**config.mk**
```make
export PLATFORM = sky130hd
export DESIGN_NAME = amm_csr_bridge_flat
export DESIGN_NICKNAME = d
export VERILOG_FILES = /design/src/rtl/amm_csr_bridge_pkg.sv /design/src/rtl/csr_if.sv /design/src/rtl/amm_csr_bridge.sv /design/src/flat_wrapper.sv
export SDC_FILE = /design/constraint.sdc
export NUM_CORES = 1
export LEC_CHECK = 0
export BUFFER_PORTS_ARGS = -buffer_cell sky130_fd_sc_hd__buf_2
export CAP_MARGIN = 30
export CORE_MARGIN = 5
export CORE_UTILIZATION = 49
export CTS_CLUSTER_DIAMETER = 200
export DETAILED_ROUTE_END_ITERATION = 16
export GPL_ROUTABILITY_DRIVEN = 0
export PLACE_DENSITY_LB_ADDON = 0.15
export SLEW_MARGIN = 20
export SYNTH_ARGS = -nofsm -noshare
export SYNTH_HDL_FRONTEND = slang
export SYNTH_SLANG_ARGS = --single-unit
```
**constraint.sdc**
```tcl
create_clock -name clk_i -period 2.5 [get_ports clk_i]
set_input_delay 0.125 -clock clk_i [delete_from_list [all_inputs] [get_ports clk_i]]
set_output_delay 0.125 -clock clk_i [all_outputs]
set_load 0.02 [all_outputs]
```
**src/rtl/amm_csr_bridge_pkg.sv**
```systemverilog
// Shared types and limits for the Avalon-MM to csr_if bridge.
// Holds the FSM state encoding and the read-latency counter sizing.
package amm_csr_bridge_pkg;

    localparam int unsigned RD_LAT_MAX = 15;
    localparam int unsigned CNT_W      = 4;

    typedef enum logic [1:0] {
        IDLE,
        RD_WAIT,
        RD_RESP
    } state_e;

endpackage

```
**src/rtl/csr_if.sv**
```systemverilog
// Word-wide CSR bus between the bridge (master) and the downstream address decoder.
interface csr_if #(
    parameter int unsigned ADDR_W = 10,
    parameter int unsigned BE_W   = 2,
    parameter int unsigned DATA_W = BE_W * 8
);

    logic [ADDR_W-1:0] addr;
    logic [DATA_W-1:0] wr_data;
    logic [BE_W-1:0]   be;
    logic              wr_en;
    logic [DATA_W-1:0] rd_data;

    modport master (
        output addr,
        output wr_data,
        output be,
        output wr_en,
        input  rd_data
    );

    modport slave (
        input  addr,
        input  wr_data,
        input  be,
        input  wr_en,
        output rd_data
    );

endinterface

```
**src/rtl/amm_csr_bridge.sv**
```systemverilog
// Avalon-MM slave to csr_if master bridge: single-cycle writes, fixed-latency reads
// with the host stalled through waitrequest until read data is returned.
module amm_csr_bridge
    import amm_csr_bridge_pkg::*;
#(
    parameter int unsigned ADDR_W = 10,
    parameter int unsigned BE_W   = 2,
    parameter int unsigned DATA_W = BE_W * 8,
    parameter int unsigned RD_LAT = 1
) (
    input  logic              clk_i,
    input  logic              rst_i,
    input  logic [ADDR_W-1:0] amm_address_i,
    input  logic              amm_write_i,
    input  logic              amm_read_i,
    input  logic [DATA_W-1:0] amm_writedata_i,
    input  logic [BE_W-1:0]   amm_byteenable_i,
    output logic              amm_waitrequest_o,
    output logic [DATA_W-1:0] amm_readdata_o,
    output logic              amm_readdatavalid_o,
    csr_if.master             csr_o
);

    state_e            state_q, state_d;
    logic [CNT_W-1:0]  cnt_q, cnt_d;
    logic [ADDR_W-1:0] addr_q, addr_d;
    logic [DATA_W-1:0] wdata_q, wdata_d;
    logic [BE_W-1:0]   be_q, be_d;
    logic              wr_en_q, wr_en_d;
    logic [DATA_W-1:0] rdata_q, rdata_d;
    logic              rvalid_q, rvalid_d;

    always_comb begin
        state_d  = state_q;
        cnt_d    = cnt_q;
        addr_d   = addr_q;
        wdata_d  = wdata_q;
        be_d     = be_q;
        wr_en_d  = 1'b0;
        rdata_d  = rdata_q;
        rvalid_d = 1'b0;

        unique case (state_q)
            IDLE: begin
                // A write wins over a simultaneous read; the read is dropped.
                if (amm_write_i) begin
                    addr_d  = amm_address_i;
                    wdata_d = amm_writedata_i;
                    be_d    = amm_byteenable_i;
                    wr_en_d = 1'b1;
                end else if (amm_read_i) begin
                    addr_d  = amm_address_i;
                    be_d    = amm_byteenable_i;
                    cnt_d   = CNT_W'(RD_LAT);
                    state_d = RD_WAIT;
                end
            end
            RD_WAIT: begin
                if (cnt_q == '0) begin
                    rdata_d  = csr_o.rd_data;
                    rvalid_d = 1'b1;
                    state_d  = RD_RESP;
                end else begin
                    cnt_d = cnt_q - CNT_W'(1);
                end
            end
            RD_RESP: begin
                state_d = IDLE;
            end
            default: begin
                state_d = IDLE;
            end
        endcase
    end

    always_ff @(posedge clk_i) begin
        if (rst_i) begin
            state_q  <= IDLE;
            cnt_q    <= '0;
            addr_q   <= '0;
            wdata_q  <= '0;
            be_q     <= '0;
            wr_en_q  <= 1'b0;
            rdata_q  <= '0;
            rvalid_q <= 1'b0;
        end else begin
            state_q  <= state_d;
            cnt_q    <= cnt_d;
            addr_q   <= addr_d;
            wdata_q  <= wdata_d;
            be_q     <= be_d;
            wr_en_q  <= wr_en_d;
            rdata_q  <= rdata_d;
            rvalid_q <= rvalid_d;
        end
    end

    assign amm_waitrequest_o   = rst_i | (state_q != IDLE);
    assign amm_readdata_o      = rdata_q;
    assign amm_readdatavalid_o = rvalid_q;

    assign csr_o.addr    = addr_q;
    assign csr_o.wr_data = wdata_q;
    assign csr_o.be      = be_q;
    assign csr_o.wr_en   = wr_en_q;

endmodule

```
**src/flat_wrapper.sv**
```systemverilog
// flat-port wrapper written by rule: the top's interface ports become plain ports
module amm_csr_bridge_flat import amm_csr_bridge_pkg::*;
#(
    parameter int unsigned ADDR_W = 10,
    parameter int unsigned BE_W   = 2,
    parameter int unsigned DATA_W = BE_W * 8,
    parameter int unsigned RD_LAT = 1
)
  (clk_i, rst_i, amm_address_i, amm_write_i, amm_read_i, amm_writedata_i, amm_byteenable_i, amm_waitrequest_o, amm_readdata_o, amm_readdatavalid_o, csr_o_addr, csr_o_wr_data, csr_o_be, csr_o_wr_en, csr_o_rd_data);
  csr_if #(.ADDR_W(ADDR_W), .BE_W(BE_W), .DATA_W(DATA_W)) csr_o_i ();
  input  logic clk_i;
  input  logic rst_i;
  input  logic [ADDR_W-1:0] amm_address_i;
  input  logic amm_write_i;
  input  logic amm_read_i;
  input  logic [DATA_W-1:0] amm_writedata_i;
  input  logic [BE_W-1:0] amm_byteenable_i;
  output logic amm_waitrequest_o;
  output logic [DATA_W-1:0] amm_readdata_o;
  output logic amm_readdatavalid_o;
  output wire logic [$bits(csr_o_i.addr)-1:0] csr_o_addr;
  output wire logic [$bits(csr_o_i.wr_data)-1:0] csr_o_wr_data;
  output wire logic [$bits(csr_o_i.be)-1:0] csr_o_be;
  output wire logic [$bits(csr_o_i.wr_en)-1:0] csr_o_wr_en;
  input wire logic [$bits(csr_o_i.rd_data)-1:0] csr_o_rd_data;
  assign csr_o_addr = csr_o_i.addr;
  assign csr_o_wr_data = csr_o_i.wr_data;
  assign csr_o_be = csr_o_i.be;
  assign csr_o_wr_en = csr_o_i.wr_en;
  assign csr_o_i.rd_data = csr_o_rd_data;
  amm_csr_bridge #(.ADDR_W(ADDR_W), .BE_W(BE_W), .DATA_W(DATA_W), .RD_LAT(RD_LAT)) u_core (.clk_i(clk_i), .rst_i(rst_i), .amm_address_i(amm_address_i), .amm_write_i(amm_write_i), .amm_read_i(amm_read_i), .amm_writedata_i(amm_writedata_i), .amm_byteenable_i(amm_byteenable_i), .amm_waitrequest_o(amm_waitrequest_o), .amm_readdata_o(amm_readdata_o), .amm_readdatavalid_o(amm_readdatavalid_o), .csr_o(csr_o_i));
endmodule
```
==> flow_summary.ini <==
[synth]
syn_inst = 221
synth_compound_area_share_pct = 16.31
syn_area_per_cell_um2 = 8.991
muxShareOfSynthArea_pct = 8.060
yosysTopAreaCell = dfxtp_1
synthSimpleGateAreaFrac_pct = 17.44
ys_ff_latch = 52
post-synth-top-area-fraction_pct = 52.39
synthAdderAreaFrac_pct = 0.6297
syn_area_um2 = 1987
syn_nets = 270
synth_top_family_by_area = simple AND/OR/NAND/NOR gates
synth_area_leaders = dfxtp_1, mux2i_1, nand3_1
ys_types = 26
yosysSeqAreaShare_pct = 52.39
yosys_warnings = 0
synth_xor_area_share_pct = 0

[layout]
nFillCells = 372
fin_nets = 355
design_area_um2 = 2559
mostFrequentLayoutCell = buf_2
syn_to_final_growth_pct = 28.78
drive_gt1_share_pct = 35.50
antenna_cells = 0
ff_latch_area_um2 = 1041
multi_input_area_um2 = 853.3
final_cell_mix = buf_2, dfxtp_1, nand3_1, o21ai_0, a21oi_1

[die]
chipHeight_um = 73.68
die_area_um2 = 5429
dieWidth_um = 73.68
coreArea_um2 = 3971
core.rowCount = 23
start_util_pct = 50.03
num_io_pins = 95

[critical_path]
path_cells = nand2b_1 > or4_1 > a31oi_1
cpPeakStageDelay_ns = 0.64
cp_slowest_cell = or4_1
cp-start-kind = register
worstPathRequired_ns = 2.73
reg2reg_depth = 3
crit_fanout = 24
endpoint_kind = register
critical_path_class = reg2reg
worstPathArrival_ns = 1.95

[place]
postPlaceCellArea_um2 = 2465
dpl.hpwl_mm = 3.423
port_buffers = 94

[clock_tree]
htree_levels = 2
numCtsBuffers = 5
postCtsSetupRepairBufs = 0
cts_resized = 0
clock_path_buffers = 2
cts_sinks = 52
root_buffer = clkbuf_8
holdBufCountCts = 0
clkSlewWorstSetupHoldPaths_ns = 0.09
cts_tree = done
clk_latency_ns = 0.31

[routing]
drt-initial-drc-count = 165
first_pass_iters = 4
wirelength_mm = 4.894
drc = 0
drtAntennaViolNets = 0
vias = 1880
vias_per_cell = 5.266
wire_per_inst_um = 13.71

[sta]
rsz0062_at_grt = false
clock.fmax_mhz = 583.9
finalSetupTns_ns = 0
setup_viol = 0
hold_viol_final = 0
maxSlewHeadroom_pct = 48.78
period_share_pct = 68.50
slew_viol_final = 0
worstMarginPinSlew_ns = 0.7654
finClkSkew_ns = 0.005487
fin_crit_ns = 1.713

[global_routing]
grt_pass1_vias = 1789
grt_use_total_pct = 18.30
antenna_found_initial = 0
grt_max_degree = 31
grt_first_pass_wirelength_mm = 7.748
grt_overflow_total = 0

[pwr]
leakagePower_uw = 0.001195
peakVddDrop_mv = 0.5032
power.density_nw_per_um2 = 664.1

[outcome]
status = complete, no violations

[job]
maxCapViolCount = 0

[min_path]
hp-class = in2reg
hold_depth = 3
power breakdown:
part / leakage, uW / switching [uW] / internal [uW]
Combinational: 0.000724 / 187 / 116
Sequential: 0.000426 / 23.9 / 877
Clock: 0.0000445 / 270 / 225
Total: 0.00119 / 481 / 1220
flip-flops by register name, summed over array words and instances (netlist names):
register,cells
u_core.amm_readdata_o,16
u_core.state_q,2
u_core.csr_o.wr_data,16
u_core.cnt_q,4
u_core.csr_o.wr_en,1
u_core.csr_o.addr,10
u_core.amm_readdatavalid_o,1
u_core.csr_o.be,2
cell type report:
| cell class | instances | share of cell area [%] |
|---|---|---|
| sequential | 52 | 40.68 |
| multi-input combinational | 147 | 33.35 |
| timing repair buffer | 98 | 19.56 |
| clock buffer | 7 | 3.374 |
| tap | 50 | 2.445 |
| clock inverter | 1 | 0.2934 |
| inverter | 2 | 0.2934 |
path summary, 6_finish.rpt:
| path | slack, ns | end | startpoint |
|---|---|---|---|
| setup / recovery | 0.79 | u_core.cnt_q[3]$_SDFFE_PP0P_ | u_core.state_q[1]$_SDFFE_PP0P_ |
| hold / removal | 0.05 | u_core.csr_o.wr_data[3]$_SDFFE_PP0P_ | amm_writedata_i[3] |
| setup reg to reg | 0.79 | u_core.cnt_q[3]$_SDFFE_PP0P_ | u_core.state_q[1]$_SDFFE_PP0P_ |
| hold reg to reg | 0.48 | u_core.amm_readdata_o[15]$_SDFFE_PP0P_ | u_core.amm_readdata_o[15]$_SDFFE_PP0P_ |
metal layers:
layer | vias up | routed length [um] | GRT usage [%]
met5 | - | 0 | 0
met4 | 0 | 63 | 6.036
met3 | 6 | 396 | 7.250
met2 | 60 | 2417 | 31.10
met1 | 868 | 2016 | 20.83
li1 | 946 | - | -
cell families after synthesis:
family	after synthesis
buffers and inverters	22
AOI/OAI and AO/OA	63
DFF	52
adders and majority gates	1
and+or+nand+nor	67
muxes	16
stage by stage:
step / setup WS, ns / utilization [%] / std cells / power [uW] / hold slack, ns
6_report: 0.7875 / 64.43 / 357 / 1699 / 0.04719
4_1_cts: 0.8051 / 64.43 / 357 / 1716 / 0.04023
5_1_grt: 0.6340 / 64.43 / 357 / 1778 / 0.05256
3_3_place_gp: 0.8411 / 62.07 / 349 / 1220 / 0.3553
2_1_floorplan: 1.036 / - / 221 / 1119 / 0.2722
3_5_place_dp: 0.8261 / 62.07 / 349 / 1226 / 0.3711
worst max-delay path: cells and delay by family (launching register included):
family,cells,cell delay (ns)
compound gates,1,0.14
simple gates,2,1.14
flops,1,0.36
synth_stat cells:
| cell type | count |
|---|---|
| dfxtp_1 | 52 |
| nand3_1 | 31 |
| a21oi_1 | 29 |
| o21ai_0 | 29 |
| nor2_1 | 18 |
| mux2i_1 | 16 |
| clkbuf_1 | 13 |
| buf_2 | 4 |
| a31oi_1 | 3 |
| nor2b_1 | 3 |
| or3_1 | 3 |
| buf_4 | 2 |
| inv_1 | 2 |
| nor3_1 | 2 |
| nor3b_1 | 2 |
| or2_2 | 2 |
| buf_6 | 1 |
| ha_1 | 1 |
| nand2b_1 | 1 |
| nand3b_1 | 1 |
| nand4b_1 | 1 |
| o211ai_1 | 1 |
| o21a_1 | 1 |
| or3b_1 | 1 |
| or4_1 | 1 |
| or4b_1 | 1 |
Power figures use the tool's default switching activity.
